**config.mk**
```make
export PLATFORM = sky130hd
export DESIGN_NAME = tm_shiftreg_writer
export DESIGN_NICKNAME = d
export VERILOG_FILES = /design/src/rtl/tm_shiftreg_writer.sv
export SDC_FILE = /design/constraint.sdc
export NUM_CORES = 1
export LEC_CHECK = 0
export CELL_PAD_IN_SITES_DETAIL_PLACEMENT = 1
export CELL_PAD_IN_SITES_GLOBAL_PLACEMENT = 2
export CORE_UTILIZATION = 34
export CTS_CLUSTER_SIZE = 28
export DETAILED_ROUTE_END_ITERATION = 7
export GPL_ROUTABILITY_DRIVEN = 0
export GPL_TIMING_DRIVEN = 0
export PLACE_DENSITY_LB_ADDON = 0.1
export RECOVER_POWER = 50
export SLEW_MARGIN = 20
export SYNTH_ARGS = -nofsm -noshare
export SYNTH_HDL_FRONTEND = slang
export SYNTH_SLANG_ARGS = --single-unit
```
**constraint.sdc**
```tcl
create_clock -name clk_in -period 4.8 [get_ports clk_in]
set_clock_uncertainty 0.1 [all_clocks]
set_input_delay 0.96 -clock clk_in [delete_from_list [all_inputs] [get_ports clk_in]]
set_output_delay 0.96 -clock clk_in [all_outputs]
set_load 0.02 [all_outputs]
```
**src/rtl/tm_shiftreg_writer.sv**
```systemverilog
// Serializes a configuration word MSB-first into the TM shift-register chain, pulses load, and captures the readback.
// Latency: start sampled at edge k -> done high in cycle k+1+(DATA_WIDTH+1)*2*HALF_PER; every output is registered.
// Backpressure: start is honoured only in IDLE; a start while busy (including the DONE cycle) is dropped, not queued.
module tm_shiftreg_writer #(
    parameter int DATA_WIDTH = 50,
    parameter int CNT_WIDTH  = 8,
    parameter int HALF_PER   = 2
) (
    input  logic                  clk_in,
    input  logic                  rst,
    input  logic [DATA_WIDTH-1:0] data_in,
    input  logic                  start,
    input  logic                  sr_dout,
    output logic                  sr_clk,
    output logic                  sr_din,
    output logic                  sr_load,
    output logic                  busy,
    output logic                  done,
    output logic [DATA_WIDTH-1:0] data_rb
);

    // ph spans one full sr_clk period: 0..2*HALF_PER-1
    localparam int PH_W = $clog2(2 * HALF_PER);
    localparam logic [PH_W-1:0]      PH_LAST  = PH_W'(2 * HALF_PER - 1);
    localparam logic [PH_W-1:0]      PH_RISE  = PH_W'(HALF_PER - 1);
    localparam logic [PH_W-1:0]      PH_HALF  = PH_W'(HALF_PER);
    localparam logic [CNT_WIDTH-1:0] IDX_LAST = CNT_WIDTH'(DATA_WIDTH - 1);

    typedef enum logic [1:0] {
        S_IDLE  = 2'd0,
        S_SHIFT = 2'd1,
        S_LOAD  = 2'd2,
        S_DONE  = 2'd3
    } state_t;

    state_t                r_state;
    logic [PH_W-1:0]       r_ph;
    logic [CNT_WIDTH-1:0]  r_idx;
    logic [DATA_WIDTH-1:0] r_tx;
    logic [DATA_WIDTH-1:0] r_rb;
    logic                  r_sr_clk;
    logic                  r_sr_din;
    logic                  r_sr_load;
    logic                  r_busy;
    logic                  r_done;
    logic [DATA_WIDTH-1:0] r_data_rb;

    state_t                w_state_nxt;
    logic [PH_W-1:0]       w_ph_nxt;
    logic [CNT_WIDTH-1:0]  w_idx_nxt;
    logic [DATA_WIDTH-1:0] w_tx_nxt;
    logic [DATA_WIDTH-1:0] w_rb_nxt;
    logic                  w_sr_clk_nxt;
    logic                  w_sr_din_nxt;
    logic                  w_sr_load_nxt;
    logic                  w_busy_nxt;
    logic                  w_done_nxt;

    // Next-state, counters and shifters; outputs are decoded from the next state so they land registered
    always_comb begin
        w_state_nxt = r_state;
        w_ph_nxt    = r_ph;
        w_idx_nxt   = r_idx;
        w_tx_nxt    = r_tx;
        w_rb_nxt    = r_rb;

        case (r_state)
            S_IDLE: begin
                if (start) begin
                    w_tx_nxt    = data_in;
                    w_ph_nxt    = '0;
                    w_idx_nxt   = '0;
                    w_state_nxt = S_SHIFT;
                end
            end
            S_SHIFT: begin
                // sr_clk rises on this edge, and the chain shifts after it, so sr_dout still holds the old bit
                if (r_ph == PH_RISE) begin
                    w_rb_nxt = {r_rb[DATA_WIDTH-2:0], sr_dout};
                end
                if (r_ph == PH_LAST) begin
                    w_ph_nxt = '0;
                    w_tx_nxt = {r_tx[DATA_WIDTH-2:0], 1'b0};
                    if (r_idx == IDX_LAST) begin
                        w_idx_nxt   = '0;
                        w_state_nxt = S_LOAD;
                    end else begin
                        w_idx_nxt = r_idx + CNT_WIDTH'(1);
                    end
                end else begin
                    w_ph_nxt = r_ph + PH_W'(1);
                end
            end
            S_LOAD: begin
                if (r_ph == PH_LAST) begin
                    w_ph_nxt    = '0;
                    w_state_nxt = S_DONE;
                end else begin
                    w_ph_nxt = r_ph + PH_W'(1);
                end
            end
            S_DONE: begin
                w_state_nxt = S_IDLE;
            end
            default: begin
                w_state_nxt = S_IDLE;
            end
        endcase

        w_sr_clk_nxt  = (w_state_nxt == S_SHIFT) && (w_ph_nxt >= PH_HALF);
        w_sr_din_nxt  = (w_state_nxt == S_SHIFT) && w_tx_nxt[DATA_WIDTH-1];
        w_sr_load_nxt = (w_state_nxt == S_LOAD);
        w_done_nxt    = (w_state_nxt == S_DONE);
        w_busy_nxt    = (w_state_nxt != S_IDLE);
    end

    // State, datapath and output registers; reset aborts any transfer without load or done
    always_ff @(posedge clk_in) begin
        if (rst) begin
            r_state   <= S_IDLE;
            r_ph      <= '0;
            r_idx     <= '0;
            r_tx      <= '0;
            r_rb      <= '0;
            r_sr_clk  <= 1'b0;
            r_sr_din  <= 1'b0;
            r_sr_load <= 1'b0;
            r_busy    <= 1'b0;
            r_done    <= 1'b0;
            r_data_rb <= '0;
        end else begin
            r_state   <= w_state_nxt;
            r_ph      <= w_ph_nxt;
            r_idx     <= w_idx_nxt;
            r_tx      <= w_tx_nxt;
            r_rb      <= w_rb_nxt;
            r_sr_clk  <= w_sr_clk_nxt;
            r_sr_din  <= w_sr_din_nxt;
            r_sr_load <= w_sr_load_nxt;
            r_busy    <= w_busy_nxt;
            r_done    <= w_done_nxt;
            if (r_state == S_DONE) begin
                r_data_rb <= r_rb;
            end
        end
    end

    assign sr_clk  = r_sr_clk;
    assign sr_din  = r_sr_din;
    assign sr_load = r_sr_load;
    assign busy    = r_busy;
    assign done    = r_done;
    assign data_rb = r_data_rb;

endmodule

```
Word level (Yosys, flattened, before mapping)
Index checks and enable logic that the tools add are counted.
{ "op_classes": {"n_reduce_logical": 8, "magnitude_cmp": 1, "n_eq_ne": 11, "addsub": 2, "mux": 15} }
{ "ops": {"columns": ["operator", "count"], "rows": [
  ["50-bit 2-to-1 mux", 2],
  ["50-bit one-hot mux with 2 select lines", 1],
  ["8-bit 2-to-1 mux", 3],
  ["8-bit one-hot mux with 2 select lines", 1],
  ["2-bit 2-to-1 mux", 6],
  ["2-bit equality test, second input constant", 5],
  ["8-bit by 1-bit adder with 8-bit output, second input constant", 1],
  ["8-bit by 6-bit equality test with 1-bit output, second input constant", 1],
  ["2-bit one-hot mux with 4 select lines", 1],
  ["2-bit by 1-bit equality test with 1-bit output, second input constant", 3],
  ["2-bit != test, second input constant", 2],
  ["2-bit one-hot mux with 2 select lines", 1],
  ["2-bit nonzero test", 2],
  ["3-bit AND reduction", 1],
  ["2-bit by 1-bit adder with 2-bit output, second input constant", 1],
  ["2-bit >= comparator, second input constant", 1],
  ["1-bit logical AND", 2],
  ["2-bit logical NOT", 1],
  ["2-bit AND reduction", 1],
  ["2-bit OR reduction", 1]
]} }
{ "word_totals": {"out_inout_bits": 55, "register_bits": 167} }

Logic depth before layout (Yosys ltp)
Gate-level depths: netlist (run 1).
{ "logic_depth": {"depth_word": 6, "depth_mapped": 9, "depth_no_buf": 6} }

Worst setup path after synthesis (run 1)
Ideal clock, no wire load.
{ "synth_path": {"path_type": "input -> register", "start": "input start", "end": "register r_idx[7]", "arrival_ns": 1.920, "required_ns": 4.633, "slack_ns": 2.714, "stages": 5, "path_cell_list": "nand2b_1 > buf_2 > nand3_2 > or4_4 > a21oi_2"} }
{ "synth_via": {"elab_chain_cells": 2} }
{ "synth_lines": {"columns": ["item", "line", "rtl"], "rows": [
  ["from (decl)", "12", "input logic start,"],
  ["2-bit != test (no line)", null, null],
  ["3-bit AND reduction (no line)", null, null],
  ["to (signal assigned)", "134", "r_idx <= w_idx_nxt;"],
  ["to (decl)", "38", "logic [CNT_WIDTH-1:0] r_idx;"]
]} }
No other way between the ends.
A chain may end at the register's enable or synchronous reset.

Final worst setup path (run 1)
{ "layout_path": {"start": "input start", "end": "register r_idx[1]"} }
The elaborated chain is that of the path after synthesis.

==> flow_summary.json, run 1 <==
{
  "avgSynthCellArea_um2": 8.99,
  "hold_ws_ns": 0.370,
  "crit_chain": "dlygate4sd3_1, nand2b_1, clkbuf_1, nand2_1, buf_4, o21bai_2, a211oi_1",
  "antenna_found_initial": 0,
  "synth.cell_area_um2": 6330,
  "yosysSeqAreaShare_pct": 52.8,
  "instances_no_fill": 1071,
  "synth_cell_types": 42,
  "stdcell_area_um2": 8310,
  "drt_pass1_iterations": 8,
  "ir_drop_v": 0.000230,
  "final_util_pct": 45.9,
  "violations": "design-rule violations",
  "start_kind": "primary input",
  "final_nets": 893,
  "min_path_type": "reg -> reg",
  "fillers": 2065,
  "place.port_buffers": 107,
  "vias": 5427,
  "viasPerCell": 5.07,
  "drc": 10,
  "cp_data_arrival_time_ns": 3.00,
  "grt-ovfl-total": 0,
  "rsz0062_at_grt": "false",
  "ioPinCount": 109,
  "setup_viol": 0,
  "synth_seq_cells": 167,
  "die_area_um2": 19200,
  "synthFlopType": "dfxtp_1",
  "die_h_um": 138,
  "synthCells": 704,
  "syn_to_final_growth_pct": 31.3,
  "row_count": 49,
  "cts.hold.buffers_added": 0,
  "die_w_um": 138,
  "ctsHtreeMaxLevel": 4,
  "power_leakage_nw": 2.87,
  "cts-resized-gates": 0,
  "first_iter_violations": 233,
  "initial_core_util_pct": 35.0,
  "max_freq_mhz": 356,
  "ys.warnings.count": 0,
  "postCtsSetupBuffers": 0,
  "grt_pass1_wl_um": 28000,
  "clock_sinks": 167,
  "place_area_um2": 7690,
  "path_class": "in -> reg",
  "clock_latency_ns": 0.42,
  "drtAntennaViolNets": 0,
  "cts.clk_slew.worst_paths_ns": 0.06,
  "cts_made_buffers": 17,
  "crit_required_ns": 4.99,
  "status": "complete, but fails checks",
  "crit_path_max_fanout": 10,
  "synth.net_count": 767,
  "fin_tns_setup_ns": 0,
  "layout_min_cycle_time_ns": 2.81,
  "cap_violations": 0,
  "clockBufferDepth": 2,
  "pre_cts_slack_ns": 1.80,
  "synth-edff-count": 0,
  "report.power.total_mw": 3.24,
  "max_slew.worst_pin.slew_ns": 0.595,
  "cpMaxStageDelayCell": "dlygate4sd3_1",
  "wirelength_um": 16900,
  "finalHoldViolCount": 0,
  "core_um2": 18100,
  "n_antenna_cell": 0,
  "dp_cells": 1040,
  "cts_tree": "done",
  "cpPeakStageDelay_ns": 0.61,
  "relSlewSlack_pct": 60.3,
  "grt_pass1_vias": 5509,
  "grt_max_degree": 17,
  "critPathCaptureType": "flip-flop",
  "async_flop_share_pct": 0,
  "cts_root_buf": "clkbuf_16",
  "wl_per_cell_um": 15.8,
  "layout-drive-gt1-share_pct": 5.94,
  "worst_slack_ns": 1.99,
  "grt_usage_pct": 18.2,
  "place_hpwl_um": 12100,
  "final_max_slew_viol_count": 0,
  "timing.final.crit_share_pct": 58.5,
  "p_per_area_nw_per_um2": 389
}
## worst paths after layout
kind | from | to | slack, ns | cells after the start
max reg2reg | r_state[1] | r_idx[1] | 2.29 | 8
min | r_rb[26] | r_rb[27] | 0.37 | 2
min reg2reg | r_rb[26] | r_rb[27] | 0.37 | 2
max | start | r_idx[1] | 1.99 | 7
## final cells by class
cell class	instances	area (um^2)	share of cell area [%]
inverters	5	18.8	0.226
plain buffers	59	243	2.92
flip-flops and latches	167	3340	40.2
clock inverters	8	145	1.75
clock buffers	23	478	5.75
well taps	229	287	3.45
repair buffers	107	1070	12.9
multi-input cells	473	2720	32.8
## power breakdown
part / total (mW) / switching [mW] / internal [mW]
clock: 1.45 / 0.545 / 0.909
sequential: 1.48 / 0.0370 / 1.44
combinational: 0.301 / 0.172 / 0.129
## routing by layer
metal	wire length [um]	track usage, %	vias up
met5	0	0	-
met4	199	5.85	0
met1	7580	21.8	2634
met3	885	5.44	16
li1	-	-	2689
met2	8250	31.2	88
## logic make-up after synthesis
logic type      count (synthesis)  synth area share, %
simple gates                  291                 19.7
flops                         167                 52.8
compound gates                116                 12.6
buf+inv                        64                 4.15
mux                            51                 8.14
fa+ha+maj                       9                 1.78
xor+xnor                        6                0.830
## synth_stat cells (all sizes together) (2+ instances only)
master  instances  share of area [%]
a21oi          56                4.5
a221oi         48                6.6
and2            6               0.59
and4            2               0.28
buf            18                1.4
clkbuf         41                2.4
dfxtp         167                 53
ha              9                1.8
inv             5               0.30
mux2i          50                7.9
nand2         104                6.2
nand3           5               0.47
nand4           4               0.40
nor2          110                6.5
nor3           49                3.9
nor3b           2               0.24
o21ai           3               0.24
xor2            5               0.69
## state kept, by name, indices dropped and copies added (netlist names)
| register | cells |
|---|---|
| sr_din | 1 |
| data_rb | 50 |
| r_tx | 50 |
| done | 1 |
| sr_clk | 1 |
| r_rb | 50 |
| r_ph | 2 |
| r_state | 2 |
| busy | 1 |
| sr_load | 1 |
| r_idx | 8 |
## worst max-delay path, delay by kind of cell
kind                   cells  cell delay [ns]
AOI/OAI and AO/OA          2             0.44
and+or+nand+nor            2             0.38
buffers and inverters      3             1.22
## placed cells by master (no fill, tap or decap), types with 2 or more instances in the layout
cell type | synthesis | routed
a21oi_1 | 55 | 55
a221oi_1 | 48 | 48
and2_1 | 6 | 6
and4_1 | 2 | 2
buf_2 | 15 | 14
bufinv_16 | 0 | 4
clkbuf_1 | 41 | 47
clkbuf_16 | 0 | 17
clkbuf_8 | 0 | 3
clkdlybuf4s50_1 | 0 | 101
clkinv_2 | 0 | 2
clkinvlp_4 | 0 | 2
dfxtp_1 | 167 | 167
dlygate4sd3_1 | 0 | 6
ha_1 | 9 | 9
inv_1 | 5 | 5
mux2i_1 | 50 | 50
nand2_1 | 104 | 104
nand3_1 | 4 | 4
nand4_1 | 4 | 4
nor2_1 | 110 | 110
nor3_1 | 49 | 49
nor3b_1 | 2 | 2
o21ai_0 | 3 | 3
xor2_1 | 5 | 5
Note: power is estimated with default switching activity, not from simulation.
==> run 2, diff against run 1 <==
--- a/config.mk
+++ b/config.mk
@@ -7,7 +7,7 @@
 export LEC_CHECK = 0
 export CELL_PAD_IN_SITES_DETAIL_PLACEMENT = 1
 export CELL_PAD_IN_SITES_GLOBAL_PLACEMENT = 2
-export CORE_UTILIZATION = 34
+export CORE_UTILIZATION = 32
 export CTS_CLUSTER_SIZE = 28
 export DETAILED_ROUTE_END_ITERATION = 7
 export GPL_ROUTABILITY_DRIVEN = 0
==> constraint.sdc (replaced) <==
create_clock -name clk_in -period 2.6 [get_ports clk_in]
set_clock_uncertainty 0.1 [all_clocks]
set_input_delay 0.52 -clock clk_in [delete_from_list [all_inputs] [get_ports clk_in]]
set_output_delay 0.52 -clock clk_in [all_outputs]
set_load 0.02 [all_outputs]
==> run 2 against run 1 <==
The flow now finishes without violations. Non-clock buffer count unchanged. Highest routed layer unchanged. Largest cell class unchanged. Critical path type is now reg -> reg. Worst setup slack worse by 1.8 ns. Count of clock-buffer cells in the layout decreased by 1.
==> flow_summary.json, run 2 (same netlist as run 1, synthesis figures left out) <==
{
  "status": "finished, final reports clean",
  "max_slew.worst_pin.slew_ns": 0.751,
  "layout-drive-gt1-share_pct": 5.70,
  "cts.clk_slew.worst_paths_ns": 0.07,
  "cpPeakStageDelay_ns": 0.45,
  "hold-path-cell-count": 2,
  "cap_violations": 0,
  "r2r_end": "r_tx[24]",
  "fin_tns_setup_ns": 0,
  "timing.final.crit_share_pct": 92.4,
  "min_path_type": "reg -> reg",
  "final_nets": 893,
  "final_max_slew_viol_count": 0,
  "clock_sinks": 167,
  "ctsHtreeMaxLevel": 4,
  "drc": 0,
  "die_area_um2": 20300,
  "crit_chain": "inv_1, ha_1, mux2_4, nand2_1, clkbuf_1, a221oi_1, nor3_1",
  "row_count": 51,
  "cts_made_buffers": 17,
  "report.power.total_mw": 5.84,
  "initial_core_util_pct": 32.6,
  "p_per_area_nw_per_um2": 702,
  "cp_data_arrival_time_ns": 2.63,
  "power_leakage_nw": 3.02,
  "drt_pass1_iterations": 6,
  "die_w_um": 143,
  "cts_tree": "done",
  "place.port_buffers": 107,
  "grt_max_degree": 17,
  "path_class": "reg -> reg",
  "cts-resized-gates": 0,
  "critPathCaptureType": "flip-flop",
  "clock_latency_ns": 0.42,
  "cts_root_buf": "clkbuf_16",
  "wl_per_cell_um": 15.3,
  "instances_no_fill": 1107,
  "cpLargestDelayFamily": "buffers and inverters",
  "grt_usage_pct": 17.6,
  "crit_path_max_fanout": 10,
  "core_um2": 19400,
  "wirelength_um": 16900,
  "finalHoldViolCount": 0,
  "vias": 5416,
  "rsz0062_at_grt": "false",
  "cpMaxStageDelayCell": "dfxtp_1",
  "final_cell_mix": "167 x dfxtp_1, 110 x nor2_1, 104 x nand2_1, 55 x a21oi_1, 55 x dlygate4sd3_1",
  "antenna_found_initial": 0,
  "r2r_start": "r_state[1]",
  "multi_input_area_um2": 2720,
  "ioPinCount": 109,
  "dp_cells": 1076,
  "regArea_um2": 3340,
  "crit_required_ns": 2.83,
  "setup_viol": 0,
  "hold_ws_ns": 0.367,
  "grt-ovfl-total": 0,
  "crit_buf_inv": 2,
  "n_antenna_cell": 0,
  "syn_to_final_growth_pct": 31.6,
  "die_h_um": 143,
  "reg2reg_slack_ns": 0.20,
  "layout_min_cycle_time_ns": 2.40,
  "fillers": 2289,
  "postCtsSetupBuffers": 0,
  "final_common_cell": "dfxtp_1",
  "start_kind": "flip-flop",
  "reg2regPathDepth": 7,
  "drtAntennaViolNets": 0,
  "place_hpwl_um": 12400,
  "relSlewSlack_pct": 50.0,
  "cts.hold.buffers_added": 0,
  "holdPathEnd": "r_rb[49]",
  "grt_pass1_vias": 5678,
  "clockBufferDepth": 2,
  "worstHoldStart": "r_rb[49]",
  "max_freq_mhz": 416,
  "viasPerCell": 4.89,
  "final_util_pct": 42.9,
  "first_iter_violations": 258,
  "ir_drop_v": 0.000502,
  "grt_pass1_wl_um": 28100
}
-- run 2: report_power, final --
part           switching (mW)  internal (mW)  total (mW)
Clock                    1.03           1.52        2.55
Combinational           0.319          0.238       0.557
Sequential             0.0681           2.67        2.73
Total                    1.42           4.43        5.84
-- run 2: worst max-delay path by stage --
stage / startpoint / to / cells past startpoint
5_1_grt: r_state[1] / r_tx[34] / 7
6_report: r_state[1] / r_tx[24] / 7
3_5_place_dp: start / r_idx[5] / 7
2_1_floorplan: r_state[0] / r_idx[1] / 7
3_3_place_gp: start / r_idx[1] / 7
4_1_cts: r_state[1] / r_tx[24] / 7
-- run 2: worst min-delay path: stages (launching register included) --
cell	delay [ns]
dfxtp_1	0.31
nand2_1	0.05
a21oi_1	0.06
-- run 2: final cells by class --
cell class,count,share of cell area [%]
Buffer,59,2.85
Tap cell,265,3.98
Clock buffer,22,5.81
Multi-Input combinational cell,473,32.7
Clock inverter,9,1.41
Inverter,5,0.225
Timing Repair Buffer,107,12.9
Sequential cell,167,40.1
-- run 2: per-stage QoR --
stage,worst slack (ns),cell area [um^2]
after global routing,0.00381,8330
final,0.198,8330
after floorplan,0.702,6330
after CTS,0.129,8330
after global placement,0.0278,7730
after detailed placement,0.00235,7730
-- run 2: routing by layer --
metal	wire [um]	up-vias	share of wire, %	GRT usage [%]
met2	8340	95	49	30.2
met5	0	-	0	0
li1	-	2702	-	-
met3	691	18	4.1	4.53
met4	235	0	1.4	6.51
met1	7670	2601	45	21.2
